`src/rtl/tt_um_roy1707018_ro22.sv`:
```
// Ring-oscillator frequency counter: prescaled source edges counted over a 2^(8+W) clk window.
// Define RING_OSC_EN to build the on-chip ring oscillator; otherwise the internal source is tied low.
module tt_um_roy1707018_ro22 (
   input  logic       clk,
   input  logic       rst_n,
   input  logic       ena,
   input  logic [7:0] ui_in,
   output logic [7:0] uo_out,
   input  logic [7:0] uio_in,
   output logic [7:0] uio_out,
   output logic [7:0] uio_oe
);
   localparam logic [1:0] IDLE  = 2'd0;
   localparam logic [1:0] ARM   = 2'd1;
   localparam logic [1:0] COUNT = 2'd2;
   localparam logic [1:0] DONE  = 2'd3;

   logic [1:0]  state, state_next;
   logic [15:0] count, cyc, last;
   logic        div_clr, start_q, start_pulse;
   logic        sync1, sync2, sync_prev, rise;
   logic        ro_out, src, tap;
   logic [12:0] stage_clk;
   logic [11:0] div_q;
   logic        unused;

`ifdef RING_OSC_EN
   (* keep = "true", dont_touch = "true" *) logic [20:0] ro_n;
   assign ro_n[0] = ~(ui_in[0] & ena & ro_n[20]);
   for (genvar i = 1; i < 21; i++) begin : g_inv
      assign ro_n[i] = ~ro_n[i-1];
   end
   assign ro_out = ro_n[20];
`else
   assign ro_out = 1'b0;
`endif

   assign unused = &{1'b0, ui_in[0], uio_in[7:2]};

   assign src = ui_in[1] ? uio_in[0] : ro_out;

   // Ripple divider: each stage toggles on the falling edge of the previous one.
   assign stage_clk[0] = src;
   for (genvar i = 0; i < 12; i++) begin : g_div
      logic q;
      always_ff @(posedge stage_clk[i] or posedge div_clr) begin
         if (div_clr) q <= 1'b0;
         else         q <= ~q;
      end
      assign div_q[i]       = q;
      assign stage_clk[i+1] = ~q;
   end

   always_comb begin
      case (ui_in[6:5])
         2'd0:    tap = src;
         2'd1:    tap = div_q[3];
         2'd2:    tap = div_q[7];
         default: tap = div_q[11];
      endcase
   end

   assign rise        = sync2 & ~sync_prev;
   assign start_pulse = ui_in[7] & ~start_q;
   assign last        = (16'd1 << ({1'b0, ui_in[4:2]} + 4'd8)) - 16'd1;

   always_comb begin
      state_next = state;
      case (state)
         IDLE:    if (start_pulse) state_next = ARM;
         ARM:     state_next = COUNT;
         COUNT:   if (cyc >= last) state_next = DONE;
         DONE:    if (start_pulse) state_next = ARM;
         default: state_next = IDLE;
      endcase
      if (!ena) state_next = IDLE;
   end

   always_ff @(posedge clk) begin
      if (rst_n) begin
         state     <= IDLE;
         count     <= '0;
         cyc       <= '0;
         start_q   <= 1'b0;
         sync1     <= 1'b0;
         sync2     <= 1'b0;
         sync_prev <= 1'b0;
         div_clr   <= 1'b1;
      end else begin
         state     <= state_next;
         start_q   <= ui_in[7];
         sync1     <= tap;
         sync2     <= sync1;
         sync_prev <= sync2;
         // Registered from next state so the divider is released exactly for ARM and COUNT.
         div_clr   <= (state_next == IDLE) || (state_next == DONE);
         if (!ena || state == ARM)
            count <= '0;
         else if (state == COUNT && rise && count != '1)
            count <= count + 16'd1;
         if (state == COUNT) cyc <= cyc + 16'd1;
         else                cyc <= '0;
      end
   end

   assign uo_out  = uio_in[1] ? count[15:8] : count[7:0];
   assign uio_out = {state == DONE, state == ARM || state == COUNT, sync2, tap, 4'b0000};
   assign uio_oe  = 8'hF0;
endmodule

```
`config.mk`:
```
export PLATFORM = sky130hd
export DESIGN_NAME = tt_um_roy1707018_ro22
export DESIGN_NICKNAME = d
export VERILOG_FILES = /design/src/rtl/tt_um_roy1707018_ro22.sv
export SDC_FILE = /design/constraint.sdc
export NUM_CORES = 1
export LEC_CHECK = 0
export ABC_AREA = 0
export CORE_UTILIZATION = 35
export CTS_BUF_LIST = sky130_fd_sc_hd__clkbuf_4 sky130_fd_sc_hd__clkbuf_8 sky130_fd_sc_hd__clkbuf_16
export CTS_CLUSTER_DIAMETER = 150
export DETAILED_ROUTE_END_ITERATION = 12
export GPL_ROUTABILITY_DRIVEN = 1
export HOLD_SLACK_MARGIN = 0.1
export PLACE_DENSITY = 0.55
export SLEW_MARGIN = 10
export SYNTH_ARGS = -nofsm -noshare
export SYNTH_HDL_FRONTEND = slang
export SYNTH_SLANG_ARGS = --single-unit
```
`constraint.sdc`:
```
create_clock -name clk -period 2.43 [get_ports clk]
set_input_delay 0.3645 -clock clk [delete_from_list [all_inputs] [get_ports clk]]
set_output_delay 0.3645 -clock clk [all_outputs]
set_load 0.03 [all_outputs]
```
# ---- Word level (Yosys, flattened, before mapping)
# Index checks and enable logic that the tools add are counted.
dict set report classes {
  addsub 4
  magnitude_cmp 1
  eq_ne 7
  n_shift 1
  mux 7
  bitwise 17
  reduce_logical 12
}
# operator n
set ops {}
lappend ops {{adder 16 x 1 -> 16 bit, second input constant} 2}
lappend ops {{>= comparator 16 bit} 1}
lappend ops {{!= test 16 bit, second input constant} 1}
lappend ops {{<< shifter 1 x 4 -> 16 bit, first input constant} 1}
lappend ops {{subtractor 16 x 1 -> 16 bit, second input constant} 1}
lappend ops {{inverter 1 bit} 15}
lappend ops {{== test 2 bit, second input constant} 4}
lappend ops {{2-to-1 mux 8 bit} 1}
lappend ops {{logical NOT 2 bit} 3}
lappend ops {{2-to-1 mux 2 bit} 3}
lappend ops {{case mux 2 bit (3 select lines)} 1}
lappend ops {{OR reduction 2 bit} 3}
lappend ops {{adder 3 x 4 -> 4 bit, second input constant} 1}
lappend ops {{== test 2 x 1 -> 1 bit, second input constant} 2}
lappend ops {{logical OR 1 bit} 3}
lappend ops {{case mux 1 bit (3 select lines)} 1}
lappend ops {{AND 1 bit} 2}
lappend ops {{logical AND 1 bit} 2}
lappend ops {{logical NOT 1 bit} 1}
lappend ops {{2-to-1 mux 1 bit} 1}
dict set report word_totals {
  register_bits 51
  inputBits 19
  out_inout_bits 24
  elab_cells 69
}

# ---- Depth between registers and ports, before layout
dict set report depth {
  ltp_word 9
  ltp_mapped 7
  depth_no_buf 6
}

==> run_results.csv <==
group,metric,value,unit
status,status,"finished, final reports clean",
power_and_ir_drop,switching_power,309,uW
yosys,synth_top_area_cell,"dfxtp_1",
cts,post_cts_buffers,0,
power_and_ir_drop,power.leakage,0.00115,uW
min_path,hp-start,"sync1",
timing,slew_headroom,0.551,
placement,dp_hpwl,3670,um
floorplan,dieArea,0.00781,sq mm
power_and_ir_drop,vdd_drop_max,0.199,mV
setup_path,critical_path_class,"in -> out",
power_and_ir_drop,pwr-share-comb,0.085,
route,dr_wl_met2,2120,um
route,drc,0,
yosys,synth-seq-area-share,0.414,
run,drv_cap,0,
cts,clockRootBuffer,"clkbuf_8",
power_and_ir_drop,powerDensity,418,mW/mm^2
global_route,grt_pass1_wl,8420,um
timing,slew_viol_final,0,
power_and_ir_drop,sw_frac_of_total,0.244,
floorplan,chipHeight,88.4,um
setup_path,critPathCaptureType,"output pin",
floorplan,fp-row-count,31,
cells_and_area,nNetsFinal,344,
yosys,synth-edff-count,0,
yosys,synth-seq-cells,51,
setup_path,critPathLaunch,"ui_in[1]",
power_and_ir_drop,pwr-share-clk,0.404,
yosys,synthFlopType,"dfxtp_1",
timing,setup_tns,0,ps
yosys,synth_area,0.00261,sq mm
setup_path,cp.required,2070,ps
timing,untimed_endpoints,12,
timing,finalCriticalPeriod,2350,ps
route,wl_met3,210,um
timing,setup_viol,0,
yosys,ys_types,49,
yosys,syn_avg_cell_area,9.13,sq um
global_route,grt_pass1_vias,1788,
global_route,grt.total_usage,0.140,
power_and_ir_drop,p_seq_frac,0.511,
timing,grt_setup_unrepaired,"false",
yosys,synthArstFlopShare,0.235,
cts,clk_latency,300,ps
placement,port_buffers,23,
cts,cts_buffers,5,
route,drt-initial-drc-count,63,
cts,clock_path_buffers,2,
yosys,synth_area_leaders,"dfxtp_1, dfrtn_1, ha_1",
cells_and_area,utilization,0.419,
timing,finalHoldViolations,0,
power_and_ir_drop,p_int,956,uW
timing,min_period_over_period,0.966,
setup_path,r2r_start,"state[1]",
timing,unclocked_regs,12,
route,vias_per_cell,4.99,
route,top_layer_used,"met4",
min_path,min_path_type,"reg -> reg",
floorplan,coreArea,0.00721,sq mm
setup_path,cp_max_fo,2,
route,vias,2054,
floorplan,die_x,88.4,um
timing,fmax,426,MHz
route,wirelength,5020,um
cts,cts_tree,"done",
timing,skew,6.51,ps
cells_and_area,num_antenna_cells,0,
timing,tightest_slew,667,ps
cts,cts.htree.levels,2,
global_route,overflow,0,
yosys,synth_cells,286,
global_route,grt_max_degree,17,
global_route,antenna_found_initial,0,
route,wl_per_cell,12.2,um
floorplan,initial_utilization,0.362,
setup_path,start_kind,"input pin",
route,ant_nets,0,
cells_and_area,area_growth,15.7,%
route,wl_met1,2630,um
placement,place.gp.congestion,0.740,
route,first_pass_iters,5,
yosys,yosys-top-cells-count,"dfxtp_1, nand2_1, inv_1",
yosys,yosysMostFrequentCell,"dfxtp_1",
yosys,synth_top_area_frac,0.299,
floorplan,ioPinCount,43,
cts,clk_pin_slew_worst_paths,80,ps
yosys,yosys_warnings,0,
cells_and_area,layout-drive-gt1-share,0.0895,
setup_path,cp.arrival,1980,ps
what timing repair did:
| item | 4_1_cts | 5_1_grt |
|---|---|---|
| resized for setup | 0 | 1 |
| endpoints found under the setup margin | 0 | 1 |
| hold buffers | 0 | 0 |
cells by family after synthesis:
group | Yosys count | share of synthesized area
multiplexers | 14 | 0.0618
other | 2 | 0.00287
adder cells (fa/ha/maj) | 13 | 0.0623
XOR/XNOR | 13 | 0.0436
flip-flops | 51 | 0.414
AND/OR/NAND/NOR | 109 | 0.236
AO/OA/AOI/OAI | 42 | 0.0991
buffers and inverters | 42 | 0.0809
placed cells by master, fill, tap and decap left out, types with 5 or more instances in the layout:
master	count
o21ai_0	9
a211oi_1	6
clkdlybuf4s50_1	22
inv_1	22
dfrtn_1	11
a21oi_1	16
clkbuf_8	7
dfxtp_1	39
nor2_1	21
nor2b_1	7
conb_1	13
mux2i_1	6
or4_1	6
buf_4	5
ha_1	13
xnor2_1	12
nand4_1	9
mux2_2	7
nor4_1	6
nand2_1	23
nand3_1	11
worst paths after layout:
path              cells past startpoint  slack [ps]    endpoint
setup / recovery                      4          80  uio_out[4]
hold / removal                        1         450       sync2
setup reg to reg                      5         220   count[13]
hold reg to reg                       1         450       sync2
flip-flops by register name (all words and copies together) (netlist names):
signal / cells
cyc: 16
sync1: 1
start_q: 1
sync_prev: 1
g_div.q: 12
count: 16
state: 2
sync2: 1
div_clr: 1
layer usage:
metal  vias up  GRT usage
met5         -          0
met4         0     0.0528
met3         5     0.0345
met2        45      0.205
met1       967      0.198
li1       1037          -
critical path, cell delays in order:
cell and delay (ps):
clkdlybuf4s50_1 390, and2_1 160, mux4_2 460, clkdlybuf4s50_1 610
stage by stage:
stage	total power (uW)	cells	hold slack, ps	instance area [sq um]	setup slack, ps
after floorplan	745	297	414	2650	342
after global placement	769	404	430	2920	79.3
after detailed placement	770	404	434	2920	71.4
after CTS	1280	412	452	3020	73.6
after global routing	1320	412	472	3020	29.1
final	1260	412	454	3020	82.3
power groups by stage:
stage	registers (uW)	logic (uW)	clock network [uW]
2_1_floorplan	661	84.8	0
3_3_place_gp	661	108	0
3_5_place_dp	661	108	0
4_1_cts	646	109	521
5_1_grt	646	120	555
6_report	646	108	511
final cells by class:
| type | instances | area (sq um) |
|---|---|---|
| Clock buffer | 8 | 104 |
| Fill cell | 738 | 4190 |
| Inverter | 22 | 82.6 |
| Multi-Input combinational cell | 204 | 1360 |
| Sequential cell | 51 | 1080 |
| Tap cell | 99 | 124 |
| Timing Repair Buffer | 28 | 270 |
(Power assumes the default switching activity.)
